File: config.mk
export PLATFORM = sky130hd
export DESIGN_NAME = bayer_plane_streamer
export DESIGN_NICKNAME = d
export VERILOG_FILES = /design/src/rtl/isp_pkg.sv /design/src/rtl/bayer_plane_streamer_addr_gen.sv /design/src/rtl/bayer_plane_streamer.sv
export SDC_FILE = /design/constraint.sdc
export NUM_CORES = 1
export LEC_CHECK = 0
export ABC_AREA = 1
export CAP_MARGIN = 5
export CORE_AREA = 3 3 91 179
export DETAILED_ROUTE_END_ITERATION = 7
export DIE_AREA = 0 0 94 182
export GPL_TIMING_DRIVEN = 1
export MAX_ROUTING_LAYER = met4
export SLEW_MARGIN = 30
export SYNTH_ARGS = -nofsm -noshare
export SYNTH_HDL_FRONTEND = slang
export SYNTH_SLANG_ARGS = --single-unit
File: constraint.sdc
create_clock -name clk -period 4.7 [get_ports clk]
set_input_delay 0.47 -clock clk [delete_from_list [all_inputs] [get_ports clk]]
set_output_delay 0.47 -clock clk [all_outputs]
set_load 0.02 [all_outputs]
File: src/rtl/isp_pkg.sv
// Shared ISP definitions: colour codes, streamer FSM encoding and frame-size limits.
// Imported by the plane streamer and by the downstream mean stage.
package isp_pkg;

  localparam int MAX_SIZE = 20;
  localparam int ADDR_W   = MAX_SIZE + 2;
  localparam int SIZE_W   = 5;

  typedef enum logic [1:0] {
    RED   = 2'd0,
    GREEN = 2'd1,
    BLUE  = 2'd2
  } color_t;

  typedef enum logic [1:0] {
    ST_IDLE  = 2'd0,
    ST_READ  = 2'd1,
    ST_DRAIN = 2'd2,
    ST_DONE  = 2'd3
  } state_t;

  function automatic logic size_legal(input logic [SIZE_W-1:0] size);
    return size <= SIZE_W'(MAX_SIZE);
  endfunction

endpackage

File: src/rtl/bayer_plane_streamer_addr_gen.sv
// Pixel/plane counters for the planar frame walk: wraps pixel index per plane,
// tags the final pixel of each plane and forms the SRAM address (plane<<size)+pix.
module plane_addr_gen
  import isp_pkg::*;
#(
  parameter int MAX_SIZE = 20,
  parameter int ADDR_W   = 22
) (
  input  logic              clk,
  input  logic              rst_n,
  input  logic              clear,
  input  logic              advance,
  input  logic [4:0]        size,
  output logic [ADDR_W-1:0] addr,
  output logic [1:0]        plane,
  output logic              last,
  output logic              final_read
);

  localparam logic [MAX_SIZE-1:0] PIX_ONE = {{(MAX_SIZE-1){1'b0}}, 1'b1};
  localparam logic [MAX_SIZE:0]   SPAN_ONE = {{MAX_SIZE{1'b0}}, 1'b1};

  logic [MAX_SIZE-1:0] pix;
  logic [MAX_SIZE:0]   span;
  logic [MAX_SIZE-1:0] pix_max;

  // At size==MAX_SIZE the low bits of span are zero, so the subtraction wraps to all ones.
  always_comb begin
    span       = SPAN_ONE << size;
    pix_max    = span[MAX_SIZE-1:0] - PIX_ONE;
    last       = (pix == pix_max);
    final_read = last && (plane == 2'd2);
    addr       = ({{(ADDR_W-2){1'b0}}, plane} << size)
               | {{(ADDR_W-MAX_SIZE){1'b0}}, pix};
  end

  always_ff @(posedge clk or negedge rst_n) begin
    if (!rst_n) begin
      pix   <= '0;
      plane <= '0;
    end else if (clear) begin
      pix   <= '0;
      plane <= '0;
    end else if (advance) begin
      if (last) begin
        pix   <= '0;
        plane <= plane + 2'd1;
      end else begin
        pix <= pix + PIX_ONE;
      end
    end
  end

endmodule

File: src/rtl/bayer_plane_streamer.sv
// Streams a planar RGB frame out of 1-cycle-latency SRAM as colour-tagged beats
// (RED, GREEN, BLUE planes in order), with one last per plane and a done pulse.
//
// Handshake: push-only. A beat is transferred on every cycle with valid_o=1; the
// consumer must accept it. hold_i only throttles new SRAM reads, never a beat in flight.
module bayer_plane_streamer
  import isp_pkg::*;
#(
  parameter int MAX_SIZE = 20,
  parameter int ADDR_W   = 22
) (
  input  logic              clk,
  input  logic              rst_n,
  input  logic              start_i,
  input  logic [4:0]        size_i,
  input  logic              hold_i,
  output logic              mem_rd_o,
  output logic [ADDR_W-1:0] mem_addr_o,
  input  logic [7:0]        mem_data_i,
  output logic              valid_o,
  output logic [1:0]        color_o,
  output logic [7:0]        value_o,
  output logic              last_o,
  output logic              busy_o,
  output logic              done_o,
  output logic              err_o,
  output state_t            fsm_state
);

  state_t state, state_next;

  logic [4:0]        size_q;
  logic              legal;
  logic              accept;
  logic              issue;
  logic [ADDR_W-1:0] gen_addr;
  logic [1:0]        gen_plane;
  logic              gen_last;
  logic              gen_final;

  // Side pipeline: stage0 rides with mem_rd_o, stage1 with mem_data_i.
  logic [1:0] color0, color1;
  logic       last0, last1;
  logic       rd1;

  assign legal     = (size_i <= 5'(MAX_SIZE));
  assign accept    = (state == ST_IDLE) && start_i && legal;
  assign issue     = (state == ST_READ) && !hold_i;
  assign busy_o    = (state != ST_IDLE);
  assign done_o    = (state == ST_DONE);
  assign fsm_state = state;

  plane_addr_gen #(
    .MAX_SIZE (MAX_SIZE),
    .ADDR_W   (ADDR_W)
  ) u_addr_gen (
    .clk        (clk),
    .rst_n      (rst_n),
    .clear      (accept),
    .advance    (issue),
    .size       (size_q),
    .addr       (gen_addr),
    .plane      (gen_plane),
    .last       (gen_last),
    .final_read (gen_final)
  );

  always_ff @(posedge clk or negedge rst_n) begin
    if (!rst_n) begin
      state <= ST_IDLE;
    end else begin
      state <= state_next;
    end
  end

  always_comb begin
    state_next = state;
    case (state)
      ST_IDLE:  if (accept) state_next = ST_READ;
      ST_READ:  if (issue && gen_final) state_next = ST_DRAIN;
      // The final BLUE beat is the only beat with last_o set on the BLUE plane.
      ST_DRAIN: if (valid_o && last_o && (color_o == BLUE)) state_next = ST_DONE;
      ST_DONE:  state_next = ST_IDLE;
      default:  state_next = ST_IDLE;
    endcase
  end

  always_ff @(posedge clk or negedge rst_n) begin
    if (!rst_n) begin
      size_q <= '0;
      err_o  <= 1'b0;
    end else begin
      if (accept) size_q <= size_i;
      err_o <= (state == ST_IDLE) && start_i && !legal;
    end
  end

  always_ff @(posedge clk or negedge rst_n) begin
    if (!rst_n) begin
      mem_rd_o   <= 1'b0;
      mem_addr_o <= '0;
      color0     <= '0;
      last0      <= 1'b0;
    end else begin
      mem_rd_o <= issue;
      if (issue) begin
        mem_addr_o <= gen_addr;
        color0     <= gen_plane;
        last0      <= gen_last;
      end
    end
  end

  always_ff @(posedge clk or negedge rst_n) begin
    if (!rst_n) begin
      rd1     <= 1'b0;
      color1  <= '0;
      last1   <= 1'b0;
      valid_o <= 1'b0;
      last_o  <= 1'b0;
      color_o <= '0;
      value_o <= '0;
    end else begin
      rd1     <= mem_rd_o;
      color1  <= color0;
      last1   <= last0;
      valid_o <= rd1;
      last_o  <= rd1 && last1;
      if (rd1) begin
        value_o <= mem_data_i;
        color_o <= color1;
      end
    end
  end

endmodule

* Word level (Yosys, flattened, before mapping)
Index checks and enable logic that the tools add are counted.
** Storage, ports and cells
- Bits in registers :: 72
- Bits in latches :: 0
- Bits in writable memories :: 0
- ROM bits :: 0
- Bits of input ports :: 17
- Output and inout port bits :: 40
- Word-level logic and storage cells :: 59
- Memories kept :: 0
** Cells by class
- $add $sub $neg :: 3
- $mul :: 0
- Divide/modulo/power cells :: 0
- Magnitude comparators :: 1
- Eq/ne operators :: 9
- Shifts and indexed selects :: 2
- Muxes and demuxes :: 10
- Bitwise operators :: 1
- Reductions and logical operators :: 17
** Operator list (number)
- $mux W20 :: 3
- $or A22 B20 Y22 :: 1
- $shl A2 B5 Y22 :: 1
- $add A20 B1 Y20 const B :: 1
- $eq A20 B20 Y1 :: 1
- $shl A1 B5 Y20 const A :: 1
- $sub A20 B1 Y20 const B :: 1
- $mux W2 :: 6
- $logic_and A1 B1 Y1 :: 9
- $eq A2 B2 Y1 const B :: 4
- $pmux W2 S4 :: 1
- $reduce_bool A2 Y1 :: 3
- $le A5 B5 Y1 const B :: 1
- $ne A2 B2 Y1 const B :: 2
- $reduce_and A3 Y1 :: 1
- $add A2 B1 Y2 const B :: 1
- $eq A2 B1 Y1 const B :: 1
- $logic_not A1 Y1 :: 2
- $logic_not A2 Y1 :: 1
- $ne A2 B1 Y1 const B :: 1
- $reduce_and A2 Y1 :: 1

* Logic depth before layout (Yosys ltp)
- Depth after elaboration :: 7
- Mapped depth :: 19
- Mapped depth without buffers :: 18

* Cells and area by module
Synthesis repeated with hierarchy kept, for this count alone.
** Unflattened totals
- Cells, all modules :: 601
- Area, all modules :: 4456.8 um^2
** By module, submodules not included
- plane_addr_gen :: instances 1, cells an instance 409, area each 2517.4 um^2
- bayer_plane_streamer :: instances 1, cells an instance 192, area each 1939.4 um^2

* Worst setup path after synthesis
Ideal clock, no wire load.
- Kind :: register -> register
- Start :: reg size_q[4]
- End :: reg state[0], in the netlist fsm_state[0]
- Setup time :: 0.118 ns
- Arrival :: 2.153 ns
- Required time :: 4.582 ns
- Path slack :: 2.429 ns
- Cell stages (with the launch flop) :: 17
- Buffers on the path :: 1
- Clock period less this slack :: 2.271 ns
- Cell sequence :: dfrtp_1 -> nor2_2 -> buf_2 -> nand3_1 -> ha_1 -> inv_1 -> nand4_1 -> nand3_1 -> nand3_1 -> nor2_1 -> nand2_1 -> nor3_1 -> nand4_1 -> nand2_1 -> nand2_1 -> nand2_1 -> nand2_1
** Between the ends
- Longest elaborated chain between the ends :: 7
** Ends and longest elaborated chain
- from (decl) :: RTL line bayer_plane_streamer.sv:32 : logic [4:0] size_q;
- from (signal assigned) :: RTL line bayer_plane_streamer.sv:93 : if (accept) size_q <= size_i;
- $shl A1 B5 Y20 :: RTL line bayer_plane_streamer_addr_gen.sv:29 : span = SPAN_ONE << size;
- $sub A20 B1 Y20 :: RTL line bayer_plane_streamer_addr_gen.sv:30 : pix_max = span[MAX_SIZE-1:0] - PIX_ONE;
- $eq A20 B20 Y1 :: RTL line bayer_plane_streamer_addr_gen.sv:31 : last = (pix == pix_max);
- $logic_and A1 B1 Y1 :: RTL line bayer_plane_streamer_addr_gen.sv:32 : final_read = last && (plane == 2'd2);
- $logic_and A1 B1 Y1 :: RTL line bayer_plane_streamer.sv:80 : ST_READ: if (issue && gen_final) state_next = ST_DRAIN;
- $ne A2 B1 Y1 (no source line)
- $reduce_and A3 Y1 (no source line)
- to (signal assigned) :: RTL line bayer_plane_streamer.sv:72 : state <= state_next;
- to (decl) :: RTL line bayer_plane_streamer.sv:30 : state_t state, state_next;
No other way between the ends.
A chain may end at the register's enable or synchronous reset.

* Worst setup path after layout
- Start :: reg state[1], in the netlist fsm_state[1]
- End :: reg u_addr_gen.pix[14]
** Between the ends
- Longest elaborated chain between the ends :: 4
- Elaborated cells between the ends (all ways) :: 7
- Classes of those cells :: 1 x eq/ne; 1 x mux; 5 x reduce/logical
** Ends and longest elaborated chain
- $logic_not A2 Y1 :: RTL line bayer_plane_streamer.sv:47 : assign accept = (state == ST_IDLE) && start_i && legal;
- $logic_and A1 B1 Y1 (2 in a row) :: RTL line bayer_plane_streamer.sv:47
- $mux W20 or $reduce_bool A2 Y1 (tied branches)
- to (signal assigned) :: RTL line bayer_plane_streamer_addr_gen.sv:49 : pix <= pix + PIX_ONE;
- to (decl) :: RTL line bayer_plane_streamer_addr_gen.sv:23 : logic [MAX_SIZE-1:0] pix;
Parallel ways exist; a longest one is shown, timed or not.

==> key figures <==
Power and ir drop
  • Clk network pwr share: 21.4%
  • Seq pwr share: slightly above 30%
  • P per Cell Area: 654 nW/um2
  • Int Pwr: 0.00185 W
  • Switching power: 0.00147 W
  • Sw Share: 44.4%
  • Worst IR Drop VDD: 0.000237 V
  • Comb pwr share: 47.8%
  • Pleak: between 2 and 2.5 nW

Yosys
  • Register area share after synthesis: 44.7%
  • Post-synthesis net count: 540
  • Main area contributors after synthesis: dfrtp_1 (45%), nand2_1 (13%), nand3_1 (5.3%), xor2_1 (5.0%), inv_1 (4.8%)
  • Top FF cell, synth: dfrtp_1
  • Top cell type by total area after synthesis: dfrtp_1
  • Cell Area, Synth: 4030 um2
  • Top-count cell post-synth: nand2_1
  • Async S/R FF share, synth: 100%
  • Seq cells post-synth: 72
  • Post-synth top area share: 44.7%
  • Post-synthesis cell type count: 36
  • Syn_area_per_cell: 7.83 um2
  • Post-synth EDFFs: 0
  • YS warnings: 0
  • Synth Instances: between 500 and 600
  • Top cells by count, synth: nand2_1 (142), dfrtp_1 (72), inv_1 (52)

Timing
  • Fin worst setup slack: between 1.5 and 2 ns
  • Max-slew violations: 0
  • Unrepaired setup endpoints after global routing: false
  • Measured slew at the worst slew-check pin: around 0.96 ns
  • Final hold violation count: 0
  • Fmax: ~330 MHz
  • Final Skew: 0.00807 ns
  • Minimum clock period: 2.99 ns
  • Setup TNS: 0 ns
  • Setup-failing EPs final: 0
  • Crit share post-route: 63.7%
  • Rel. slew slack: 36.1%

GRT
  • First-pass GRT wire length: about 21 mm
  • Largest net degree at the start of global routing: 73
  • Global Route Usage Sum: 17.1%
  • Initial antenna violation count: 0
  • Overflow after GRT: 0
  • Vias in the first global route: ~3700

Job
  • Max-cap violation count: 0

Clock tree
  • Clk sink count: 72
  • CTS tree: built
  • Buffer count from post-CTS setup fixing: 0
  • Hold Buf Count CTS: 0
  • Clock Path Buffers: 2
  • Root buf cell: clkbuf_16
  • CTS clock-pin slew for the worst setup and hold paths: 0.06 ns
  • Post_cts resized: 0
  • Num CTS Buffers: 9
  • Clock Latency Late Sink: 0.34 ns
  • H-tree depth: 3

Finish
  • # fillers: 1596
  • Syn-to-layout area delta: 25.9%
  • # diodes: 0
  • Multi-input gate area: 1930 um2
  • Nets: 594
  • Share of layout cells above drive strength 1: between 8 and 9%
  • Register area: approximately 1800 um2

Floorplan
  • CORE AREA: 15000 um2
  • Top-Level Pins: between 50 and 60
  • Die area: 17100 um2
  • DIE WIDTH: about 94 um
  • Die H: 182 um
  • Initial Util: about 27%
  • Site row count: 63

Routing
  • Via density: around 4.8
  • Vias: 3690
  • Routed WL: roughly 14 mm
  • Routed Antenna Nets: 0
  • 1st-iter DRT viols: 270
  • TritonRoute pass-1 iters: 5
  • Drt drc: 0
  • Mean routed wirelength per cell: ~18 um

Place
  • Hpwl dp: approximately 10 mm
  • Dpl ws: roughly 1.5 ns
  • GPL Wtd Cong: 0.964
  • Number of port buffers: 56

Setup path
  • Most used cell, CP: inv_1
  • Setup crit start kind: flop
  • Worst Path Required: between 4 and 5 ns
  • R2r endpoint: u_addr_gen.pix[14]
  • Worst R2R Path Depth: 13
  • Cells along the critical path: inv_1 > ha_1 > inv_1 > nor2_2 > buf_4 > inv_1 > nand2_1 > buf_4 > inv_1 > nor4_2 > nand2_1 > xor2_1 > nor2_1
  • Slowest CP cell: dfrtp_1
  • Setup CP Type: reg2reg
  • Setup crit end kind: flop
  • Largest stage delay on the critical path: around 0.43 ns
  • R2R Setup Slk: 1.71 ns
  • Worst-path fanout max: 37
  • Crit path DAT: roughly 3.2 ns
  • R2r startpoint: fsm_state[1]

Status
  • Status: completed

Hold path
  • Hold Crit Class: in2async
==> layout by cell type, fill, tap and decap left out, types with 2 or more instances in the layout <==
master           instances
a31oi_1                 11
clkdlybuf4s50_1         55
o21ai_1                  3
nand3_1                 43
a21oi_1                 13
inv_1                   52
nor2_1                  51
clkinv_2                 2
o21ai_0                 16
nand4_1                  6
nor2_2                   5
dfrtp_1                 72
xnor2_1                  2
clkbuf_16                9
ha_1                     8
xor2_1                  23
nor3_1                   8
buf_4                    3
nand2_2                  3
mux2_2                   9
nor3_2                   2
clkinv_4                 2
inv_2                    3
nand2_1                142
o22ai_1                 14
o211ai_1                 3
==> metal layers <==
metal,vias up,wire length [um],track usage [%]
met4,0,1040,12.4
met2,126,7490,30.9
met3,50,473,2.57
met5,-,0,-
met1,1734,4670,15.7
li1,1780,-,-
==> worst max-delay path, delay by kind of cell, from the launching register on <==
kind	cells	cell delay, ns
DFF	1	0.43
adders and majority gates	1	0.18
buffers and inverters	6	1.34
xor gates and xnor gates	1	0.16
and+or+nand+nor	5	0.74
==> worst max path at each step <==
stage / start / to / slack [ns] / depth (start not counted)
final: fsm_state[1] / u_addr_gen.pix[14] / 1.71 / 13
after global routing: fsm_state[1] / u_addr_gen.pix[14] / 1.43 / 13
after CTS: fsm_state[1] / u_addr_gen.pix[14] / 1.67 / 13
after detailed placement: size_i[2] / u_addr_gen.pix[14] / 1.49 / 12
after global placement: hold_i / u_addr_gen.pix[14] / 1.57 / 11
after floorplan: size_q[4] / fsm_state[0] / 2.43 / 16
==> cells by family (layout without fill, tap and decap cells) <==
kind of cell	count (synthesis)	count (layout)	synth area share [%]
simple gates	267	267	28.6
compound gates	62	62	8.85
mux	9	9	2.51
xor+xnor	25	25	5.43
fa+ha+maj	8	8	2.48
flops	72	72	44.7
buf+inv	72	131	7.45
==> flip-flops by register name (all words and copies together), names as in the netlist <==
register / flops
color_o: 2
last0: 1
mem_rd_o: 1
err_o: 1
valid_o: 1
color1: 2
fsm_state: 2
rd1: 1
u_addr_gen.pix: 20
last1: 1
mem_addr_o: 22
size_q: 5
value_o: 8
u_addr_gen.plane: 2
color0: 2
last_o: 1
==> area by class of cell <==
type                       instances  area share, %
clock buffer                      10           4.71
clock inverter                     6           1.31
inverter                          56           4.19
multi-input combinational        371           38.0
sequential                        72           35.5
tap                              195           4.81
timing repair buffer              59           11.5
==> power groups by stage <==
| stage | Sequential, W | Combinational (W) | Clock (W) |
|---|---|---|---|
| after global routing | 0.00105 | 0.00174 | 0.000749 |
| after detailed placement | 0.00103 | 0.00158 | 0 |
| final | 0.00102 | 0.00159 | 0.000712 |
| after CTS | 0.00102 | 0.00159 | 0.000725 |
| after floorplan | 0.00113 | 0.000854 | 0 |
| after global placement | 0.00102 | 0.00158 | 0 |
==> per-stage QoR <==
step / area (um2) / utilization [%] / power [W] / instances / hold WS, ns
after global placement: 4770 / 31.8 / 0.00260 / 753 / 0.362
final: 5080 / 33.9 / 0.00332 / 769 / 0.133
after floorplan: 4030 / - / 0.00198 / 515 / 0.174
after detailed placement: 4770 / 31.8 / 0.00261 / 753 / 0.365
after global routing: 5080 / 33.9 / 0.00354 / 769 / 0.195
after CTS: 5070 / 33.9 / 0.00334 / 769 / 0.316
No activity file was read; power rests on OpenSTA's default activity.
